--- src/rtl/clk_div_multi.sv ---
// N-channel programmable clock divider / tick generator with shadowed divisor updates.
// Latency: first tick on the D-th rising edge after enable; all outputs registered.
// No backpressure: free-running per channel, divisor writes always accepted (bad select dropped).
module clk_div_multi #(
   parameter int NUM_CH = 2,
   parameter int CNT_W  = 27,
   parameter logic [NUM_CH*CNT_W-1:0] DIV_INIT = {27'd100_000_000, 27'd50_000_000},
   localparam int SEL_W = (NUM_CH > 1) ? $clog2(NUM_CH) : 1
) (
   input  logic              clk_in,
   input  logic              rst_n,
   input  logic [NUM_CH-1:0] ch_en,
   input  logic [NUM_CH-1:0] ch_mode,
   input  logic              sync_restart,
   input  logic              div_wr,
   input  logic [SEL_W-1:0]  div_sel,
   input  logic [CNT_W-1:0]  div_val,
   output logic [NUM_CH-1:0] clk_out,
   output logic [NUM_CH-1:0] tick,
   output logic [NUM_CH-1:0] div_pend
);

   for (genvar i = 0; i < NUM_CH; i++) begin : g_ch
      localparam logic [CNT_W-1:0] INIT_D = DIV_INIT[i*CNT_W +: CNT_W];

      logic [CNT_W-1:0] cnt_q;
      logic [CNT_W-1:0] act_q;
      logic [CNT_W-1:0] shd_q;
      logic             co_q;
      logic             tk_q;
      logic             pend_q;
      logic             mode_q;

      logic             wr_hit;
      logic [CNT_W-1:0] d_eff;
      logic             term;
      logic [CNT_W-1:0] shd_nxt;
      logic             mode_chg;

      // Out-of-range selects never match any channel index, so they are dropped here.
      assign wr_hit   = div_wr && (div_sel == SEL_W'(i));
      // A programmed divisor of 0 behaves as 1.
      assign d_eff    = (act_q == '0) ? CNT_W'(1) : act_q;
      // >= rather than == so a counter beyond a shrunken divisor still terminates.
      assign term     = (cnt_q >= (d_eff - CNT_W'(1)));
      assign shd_nxt  = wr_hit ? div_val : shd_q;
      assign mode_chg = (ch_mode[i] != mode_q);

      // Per-channel counter, divisor shadow/active pair and registered outputs.
      always_ff @(posedge clk_in or negedge rst_n) begin
         if (!rst_n) begin
            cnt_q  <= '0;
            act_q  <= INIT_D;
            shd_q  <= INIT_D;
            co_q   <= 1'b0;
            tk_q   <= 1'b0;
            pend_q <= 1'b0;
            mode_q <= 1'b0;
         end else begin
            mode_q <= ch_mode[i];
            if (sync_restart || !ch_en[i]) begin
               // Idle or realign: phase 0, and any pending divisor (including one
               // written this very cycle) becomes active right away.
               cnt_q  <= '0;
               co_q   <= 1'b0;
               tk_q   <= 1'b0;
               shd_q  <= shd_nxt;
               act_q  <= shd_nxt;
               pend_q <= 1'b0;
            end else if (term) begin
               // Period boundary: the only point where a new divisor may take over,
               // so the period just finished always ran at the old divisor.
               cnt_q  <= '0;
               tk_q   <= 1'b1;
               act_q  <= shd_q;
               shd_q  <= shd_nxt;
               pend_q <= wr_hit;
               if (mode_chg)
                  co_q <= 1'b0;
               else if (ch_mode[i])
                  co_q <= 1'b1;
               else
                  co_q <= ~co_q;
            end else begin
               cnt_q  <= cnt_q + CNT_W'(1);
               tk_q   <= 1'b0;
               shd_q  <= shd_nxt;
               pend_q <= pend_q | wr_hit;
               if (mode_chg || ch_mode[i])
                  co_q <= 1'b0;
            end
         end
      end

      assign clk_out[i]  = co_q;
      assign tick[i]     = tk_q;
      assign div_pend[i] = pend_q;
   end

endmodule

--- config.mk ---
export PLATFORM = sky130hd
export DESIGN_NAME = clk_div_multi
export DESIGN_NICKNAME = d
export VERILOG_FILES = /design/src/rtl/clk_div_multi.sv
export SDC_FILE = /design/constraint.sdc
export NUM_CORES = 1
export LEC_CHECK = 0
export CAP_MARGIN = 30
export CORE_MARGIN = 3
export CORE_UTILIZATION = 35
export DETAILED_ROUTE_END_ITERATION = 10
export PLACE_DENSITY = 0.48
export SYNTH_ARGS = -nofsm -noshare
export SYNTH_HDL_FRONTEND = slang
export SYNTH_SLANG_ARGS = --single-unit
--- constraint.sdc ---
create_clock -name clk_in -period 8.96 [get_ports clk_in]
set_input_delay 2.24 -clock clk_in [delete_from_list [all_inputs] [get_ports clk_in]]
set_output_delay 2.24 -clock clk_in [all_outputs]
set_load 0.05 [all_outputs]
# == Yosys cells after proc, flatten, opt, wreduce, memory -nomap -nowiden ==
# Cells that the tools add are included.
# Widths: inputs -> output; s select.
# totals
word_cells,71
register_bits,170
# classes
muxes,30
bitwise,5
n_eq_ne,2
magnitude_cmp,2
n_reduce_logical,14
add_sub_neg,4
# ops
operator,count
$mux 27,12
$add 27x1->27 const B,2
$ge 27x27->1,2
$logic_not 27->1,2
$sub 27x1->27 const B,2
$mux 1,18
$reduce_bool 3->1,2
$logic_or 1x1->1,4
$reduce_bool 2->1,2
$not 1->1,3
$logic_and 1x1->1,2
$logic_not 1->1,2
$ne 1x1->1,2
$or 1x1->1,2

# == Depth between registers and ports, before layout ==
# Gate-level depths: netlist (run 1).
# logic_depth
depth_word,6
ltp_mapped,20
depth_no_buf,18

# == Worst setup path before layout (run 1) ==
# No wires, ideal clock.
# synth_path
kind,register to register
start,register g_ch[1].act_q[14]
end,register g_ch[1].cnt_q[17]
synth_period_minus_slack_ps,4652
path_stages_with_launch,21
path_slack_ps,4308
arrival_ps,4520
setup_time_ps,132
cell_sequence,dfstp_2 > or4_1 > or4_4 > nor4_4 > a21oi_1 > ha_1 > nor2b_1 > nand4_1 > nor2_1 > and3b_1 > nor2b_1 > xnor2_1 > ha_1 > nand4_1 > nor4_1 > nand2b_1 > a21o_1 > clkbuf_1 > nand2_1 > clkbuf_1 > nor2_1
# synth_via
elab_chain_cells,6
# synth_lines
item,line_no,text
start: declaration,27,logic [CNT_W-1:0] act_q;
start signal: assignment,68,act_q <= shd_nxt;
start signal: assignment,75,act_q <= shd_q;
$logic_not 27->1,43,assign d_eff = (act_q == '0) ? CNT_W'(1) : act_q;
$mux 27 *,43,
$sub 27x1->27 *,45,assign term = (cnt_q >= (d_eff - CNT_W'(1)));
$ge 27x27->1 *,45,
$mux 27 *,70,end else if (term) begin
$mux 27 *,61,if (sync_restart || !ch_en[i]) begin
end signal: assignment,85,cnt_q <= cnt_q + CNT_W'(1);
end: declaration,26,logic [CNT_W-1:0] cnt_q;
# Every way passes the cells marked *; elsewhere a longest branch is shown, timed or not.
# A chain may end at the register's enable or synchronous reset.

# == Worst setup path after layout (run 1) ==
# layout_path
start,register g_ch[0].act_q[17]
end,register g_ch[0].act_q[3]
# layout_via
elab_chain_cells,5
# layout_lines
item,line_no
start: declaration,27
start signal: assignment,68
start signal: assignment,75
$logic_not 27->1,43
$mux 27 *,43
$sub 27x1->27 *,45
$ge 27x27->1 *,45
$reduce_bool 2->1 (no line) *,n/a
# Marks and branches as above.

==> results of run 1 <==
==> power groups by stage <==
stage	Clock (mW)	Sequential (mW)	Combinational, mW
detailed placement	0	0.956	0.282
finish	0.764	0.944	0.278
CTS	0.786	0.943	0.284
floorplan	0	0.932	0.202
global placement	0	0.955	0.280
global route	0.817	0.957	0.320
==> stage by stage <==
step,std cells,total power [mW]
3_3_place_gp,1384,1.24
5_1_grt,1421,2.09
3_5_place_dp,1387,1.24
2_1_floorplan,1014,1.13
4_1_cts,1419,2.01
6_report,1421,1.99
==> worst max-delay path by stage <==
stage	to	slack, ns	cells past startpoint
global route	g_ch[0].act_q[0]	2.87	19
floorplan	g_ch[1].cnt_q[17]	4.31	20
detailed placement	g_ch[1].act_q[5]	3.31	18
global placement	g_ch[0].act_q[19]	3.18	18
finish	g_ch[0].act_q[3]	3.47	19
CTS	g_ch[1].act_q[8]	3.27	18
==> synth_stat cells, drive strengths merged <==
cell type and n:
dfrtp 122, nor2 122, nand3 85, o21ai 63
ha 60, xnor2 58, a31oi 55, mux2 54
nor3 49, dfstp 48, clkbuf 42, nand2 39
xor2 39, a21oi 31, nor4 22, nand4 20
inv 17, buf 13, and3 12, nand2b 10
or3 7, nor2b 6, or4 6, a21o 4
and4 3, nand4b 3, o21a 3, a211oi 2
a22o 2, and2 2, nor4b 2, o31ai 2
or2 2, a21boi 1, a22oi 1, a2bb2oi 1
a41oi 1, and3b 1, mux2i 1, o21bai 1
o311ai 1, o31a 1
==> cell families (layout without fill, tap and decap cells) <==
group | Yosys count | in the layout
AND/OR/NAND/NOR | 391 | 391
flip-flops | 170 | 170
AO/OA/AOI/OAI | 169 | 169
XOR/XNOR | 97 | 97
buffers and inverters | 72 | 106
adder cells (fa/ha/maj) | 60 | 60
multiplexers | 55 | 55
other | 0 | 1
==> flip-flops by register name, summed over array words and instances (netlist names) <==
| name | count |
|---|---|
| g_ch.mode_q | 2 |
| g_ch.shd_q | 54 |
| g_ch.cnt_q | 54 |
| g_ch.act_q | 54 |
| g_ch.tk_q | 2 |
| g_ch.pend_q | 2 |
| g_ch.co_q | 2 |
==> layout by cell type (no fill, tap or decap), types with 6 or more instances in the layout <==
cell type,Yosys,routed
dfrtp_1,122,122
nor2_1,121,121
nand3_1,85,85
o21ai_0,63,63
ha_1,60,60
xnor2_1,58,58
a31oi_1,55,55
mux2_2,54,54
dfstp_2,48,48
nor3_1,46,46
clkdlybuf4s50_1,0,40
nand2_1,39,39
xor2_1,39,39
a21oi_1,31,30
nand4_1,20,20
nor4_1,18,18
inv_1,17,17
clkbuf_16,0,17
and3_1,12,12
buf_4,6,12
nand2b_1,10,10
or3_1,7,7
inv_6,0,6
==> tightest hold or removal path: cells and delay by family (launching register included) <==
family / cells / cell delay [ns]
AO/OA/AOI/OAI: 2 / 0.14
flip-flops: 1 / 0.37
==> area by class of cell <==
type | instances | area (µm²) | share of cell area
Clock buffer | 18 | 439 | 0.0391
Timing Repair Buffer | 57 | 599 | 0.0534
Inverter | 17 | 63.8 | 0.00569
Antenna cell | 1 | 2.50 | 0.000223
Clock inverter | 14 | 158 | 0.0140
Sequential cell | 170 | 4310 | 0.384
Tap cell | 372 | 465 | 0.0415
Multi-Input combinational cell | 772 | 5180 | 0.462
==> routing by layer <==
layer	vias to the layer above	part of all wire	wire length, µm	GRT usage
met2	99	0.45	10900	0.252
met4	0	0.0094	227	0.0399
met5	-	0	0	0
met1	3722	0.51	12300	0.243
met3	14	0.026	636	0.0268
li1	3684	-	-	-
==> qor.csv, run 1 <==
metric;value;unit
Remaining Overflow, GRT;0;
Initial Util;0.359;
Syn Nets;1110;
first-pass GRT wire length;40400;µm
top post-synthesis cells by area;dfrtp_1, dfstp_2, ha_1;
outcome;finished, final reports clean;
CP peak stage delay;0.62;ns
Sink Count;170;
die area;0.0299;mm²
WP buf/inv;1;
Worst Reg-to-Reg Cells;19;
Clock Latency Late Sink;0.43;ns
Detailed Routing Iterations Pass 1;5;
CTS buffer count;17;
power share of the sequential group;0.475;
Die W;173;µm
gpl congestion;0.782;
synthesized area per cell;9.63;µm²
via count;7519;
Worst setup SP type;flip-flop;
placed cell area;0.0106;mm²
post-synth top area cell;dfrtp_1;
r2r setup slk;3.47;ns
Fill cells;2684;
crit path capture type;flip-flop;
pre-CTS WS;3.31;ns
# resized after CTS;0;
core footprint;0.0272;mm²
worst r2r src;g_ch[0].act_q[17];
# H-tree levels;4;
Core Util, Final;0.413;
Clock transition at path regs;0.07;ns
TNS Setup;0;ns
Cell Int Power;1.43;mW
post-DR wirelength/cell;16.9;µm
Post CTS Setup Buffer Count;0;
Synth Area in Compound Gates;0.0996;
layout cells sized above 1;0.159;
Initial DRC Count;353;
worst r2r dst;g_ch[0].act_q[3];
Layout area overhead;14.9;%
CTS Buffer Depth;2;
Detail Route Antenna Nets;0;
PwrDens;177;mW/mm²
Max transition margin;0.394;
hpwl dp;16600;µm
# IOs;42;
Hold Startpoint;g_ch[0].shd_q[21];
vias in the first global route;7501;
unrepaired setup endpoints after global routing;no;
Slew Viols, Final;0;
hold path cells;2;
Yosys cell types;49;
CP startpoint;g_ch[0].act_q[17];
Synth Area in Simple Gates;0.201;
CTS tree;built;
max frequency;0.182;GHz
Final Setup Violations;0;
Worst Path Required;9.30;ns
Net Sw Frac;0.281;
initial antenna violation count;1;
nets@finish;1131;
mux share of post-synthesis cell area;0.0633;
maximum fanout along the worst path;20;
Seq/Total Area, Yosys;0.442;
die height;173;µm
Final Cycle Share;0.613;
Routed WL;24000;µm
mapped cell area;0.00976;mm²
Synth Register Bits;170;
Fin Clk Skew;0.0106;ns
pin count of the biggest net entering global routing;67;
crit-path cells;or4_1, nor4_1, nand4b_1, nor2_1, nor2_1, ha_1, nor4b_1, nand4b_1, or2_2, nor4_1, xnor2_1, ha_1, nand3_1, or3_1, nor4_1, a22o_1, buf_16, o21ai_0, a31oi_1;
max-cap check violation count;0;
CP delay by family, top;simple AND/OR/NAND/NOR gates;
Final Hold Vio Count;0;
total track usage;0.164;
clock share of power;0.385;
fin crit period;5.49;ns
Synth Area in XOR/XNOR;0.0870;
adder-cell area share of the yosys netlist;0.0769;
CP most frequent cell;nor4_1;
Critical Path AT;5.83;ns
HP Class;reg -> reg;
Crit Path Class;reg -> reg;
Min Hold Slack;0.502;ns
Remaining DRCs;0;
Root Driver;clkbuf_16;
CP max stage cell;nor4b_1;
Switch Pwr;558;µW
Synth Instances;1014;
final instance area;0.0112;mm²
CTS Hold Buffers Added;0;
Port-buffer cells;41;
LEAKAGE;4.49;nW
Worst-Margin Slew;0.907;ns
Rows;60;
Final Worst Setup Slack;3.47;ns
Synth top area share;0.313;
Ys Warns;0;
Endpoint, Worst Hold;g_ch[0].act_q[21];
Gate power share;0.140;
largest family of logic cells by synthesized area;simple AND/OR/NAND/NOR gates;
Via density;5.29;
Peak supply drop;116;µV
No activity file was read; power rests on OpenSTA's default activity.
==> inputs of run 2 (changes only) <==
==> constraint.sdc (replaced) <==
create_clock -name clk_in -period 5.61 [get_ports clk_in]
set_input_delay 1.4025 -clock clk_in [delete_from_list [all_inputs] [get_ports clk_in]]
set_output_delay 1.4025 -clock clk_in [all_outputs]
set_load 0.05 [all_outputs]
==> qor.csv, run 2 (same netlist as run 1, synthesis figures left out) <==
metric;value;unit;change
Max transition margin;0.452;;+0.0577
initial antenna violation count;0;;-1
gpl congestion;0.796;;+1.8%
CP max stage cell;or4_1;;
Worst setup SP type;flip-flop;;
WP buf/inv;1;;unchanged
Non-Filler Instances;1423;;+0.14%
Clock Latency Late Sink;0.44;ns;about the same
Slew Viols, Final;0;;unchanged
clock share of power;0.371;;-0.014
Sink Count;170;;unchanged
Critical Path AT;5.34;ns;-0.49 ns
Gate power share;0.145;;+0.005
fin crit period;5.03;ns;-0.459 ns
nets@finish;1134;;+0.27%
via count;7445;;-0.98%
crit path capture type;flip-flop;;
core footprint;0.0272;mm²;unchanged
layout cells sized above 1;0.163;;+0.00335
placed insts;1391;;+0.29%
total power;3.11;mW;+57%
Remaining DRCs;0;;unchanged
Clock transition at path regs;0.07;ns;about the same
Via density;5.23;;-1.1%
Cell Int Power;2.23;mW;+56%
pin count of the biggest net entering global routing;82;;+22%
ANT cells;0;;-1
die area;0.0299;mm²;unchanged
first-pass GRT wire length;40200;µm;-0.65%
vias in the first global route;7533;;+0.43%
post-DR wirelength/cell;16.7;µm;-1.5%
most frequent cells in the layout;dfrtp_1, nor2_1, nand3_1, o21ai_0, ha_1;;
most common cell after layout, fill and taps aside;dfrtp_1;;
Die W;173;µm;unchanged
CTS Hold Buffers Added;0;;unchanged
CTS buffer count;17;;unchanged
Fill cells;2734;;+1.9%
max frequency;0.199;GHz;+9.1%
Final Cycle Share;0.897;;+0.284
Net Sw Frac;0.284;;+0.00296
outcome;finished, final reports clean;;
die height;173;µm;unchanged
Fin Clk Skew;0.0104;ns;-0.000136 ns
max-cap check violation count;0;;unchanged
Core Util, Final;0.412;;-0.00120
crit-path cells;or4_1, or4_4, nor4_4, a21oi_1, ha_1, nor2b_1, nand4_1, nor2_1, and3b_1, nor2b_1, xnor2_1, ha_1, nand4_1, nor4_2, nand2b_1, a21o_1, nand2_1, buf_4, nor2_1;;
Switch Pwr;884;µW;+58%
PwrDens;278;mW/mm²;+57%
LEAKAGE;4.47;nW;-0.34%
Initial DRC Count;471;;+33%
Rows;60;;unchanged
CTS tree;built;;
Top Registers;g_ch.act_q (54), g_ch.cnt_q (54), g_ch.shd_q (54);;
Worst Path Required;5.92;ns;-3.38 ns
CP peak stage delay;0.56;ns;-0.06 ns
Worst-Margin Slew;0.823;ns;-0.0844 ns
# H-tree levels;4;;unchanged
Post CTS Setup Buffer Count;0;;unchanged
# IOs;42;;unchanged
total track usage;0.163;;-0.00133
unrepaired setup endpoints after global routing;no;;
Remaining Overflow, GRT;0;;unchanged
Final Setup Violations;0;;unchanged
CTS Buffer Depth;2;;unchanged
CP delay by family, top;simple AND/OR/NAND/NOR gates;;
Routed WL;23700;µm;-1.4%
Crit Path Class;reg -> reg;;
Detailed Routing Iterations Pass 1;4;;-1
TNS Setup;0;ns;unchanged
power share of the sequential group;0.484;;+0.009
Final Hold Vio Count;0;;unchanged
hpwl dp;16700;µm;+0.43%
Initial Util;0.359;;unchanged
Port-buffer cells;41;;unchanged
maximum fanout along the worst path;26;;+30%
Peak supply drop;159;µV;+36%
HP Class;reg -> reg;;
# resized after CTS;0;;unchanged
Root Driver;clkbuf_16;;
Detail Route Antenna Nets;0;;unchanged
Layout area overhead;14.6;%;
[run 2: changes by cell type in the layout (fill, tap and decap cells not counted), moves of 2 or more]
cell	previous run	this run
buf_4	12	17
buf_16	3	1
bufinv_16	2	0
clkinvlp_4	2	4
inv_6	6	4
[run 2: worst paths after layout]
check                               endpoint  depth (start not counted)         startpoint  slack (ns)
hold / removal             g_ch[1].act_q[14]                          2  g_ch[1].shd_q[14]        0.50
setup reg to reg           g_ch[1].cnt_q[13]                         19  g_ch[1].act_q[14]        0.58
min in group asynchronous  g_ch[0].cnt_q[24]                          1              rst_n        0.99
hold reg to reg            g_ch[1].act_q[14]                          2  g_ch[1].shd_q[14]        0.50
max in group asynchronous  g_ch[0].act_q[21]                          2              rst_n        3.58
setup / recovery           g_ch[1].cnt_q[13]                         19  g_ch[1].act_q[14]        0.58
[run 2: cell type report]
class / count / area (µm²) / share of cell area
sequential: 170 / 4310 / 0.386
timing repair buffer: 60 / 587 / 0.0524
clock buffer: 21 / 482 / 0.0431
tap: 372 / 465 / 0.0416
inverter: 17 / 63.8 / 0.00570
multi-input combinational: 772 / 5190 / 0.464
clock inverter: 11 / 85.1 / 0.00760
[run 2: power groups by stage]
| stage | registers [mW] | clock network (mW) | logic, mW |
|---|---|---|---|
| finish | 1.51 | 1.16 | 0.450 |
| global placement | 1.53 | 0 | 0.450 |
| floorplan | 1.49 | 0 | 0.322 |
| global route | 1.53 | 1.24 | 0.521 |
| detailed placement | 1.53 | 0 | 0.458 |
| CTS | 1.51 | 1.19 | 0.459 |
[run 2: metrics by stage]
step	hold WS (ns)	worst slack [ns]	instance area, µm²
floorplan	0.465	0.958	9760
global placement	0.492	0.619	10600
detailed placement	0.500	0.447	10600
CTS	0.507	0.434	11200
global route	0.521	0.0986	11200
finish	0.501	0.579	11200
[run 2: tightest hold or removal path, stage by stage (launching register included)]
cell	delay, ns
dfstp_2	0.37
o21ai_0	0.06
a31oi_1	0.08
[run 2: routing by layer]
layer	GRT usage	wire length, µm	vias to the layer above
met3	0.0303	624	26
li1	-	-	3697
met4	0.0368	259	0
met1	0.237	12100	3630
met5	0	0	-
met2	0.253	10700	92
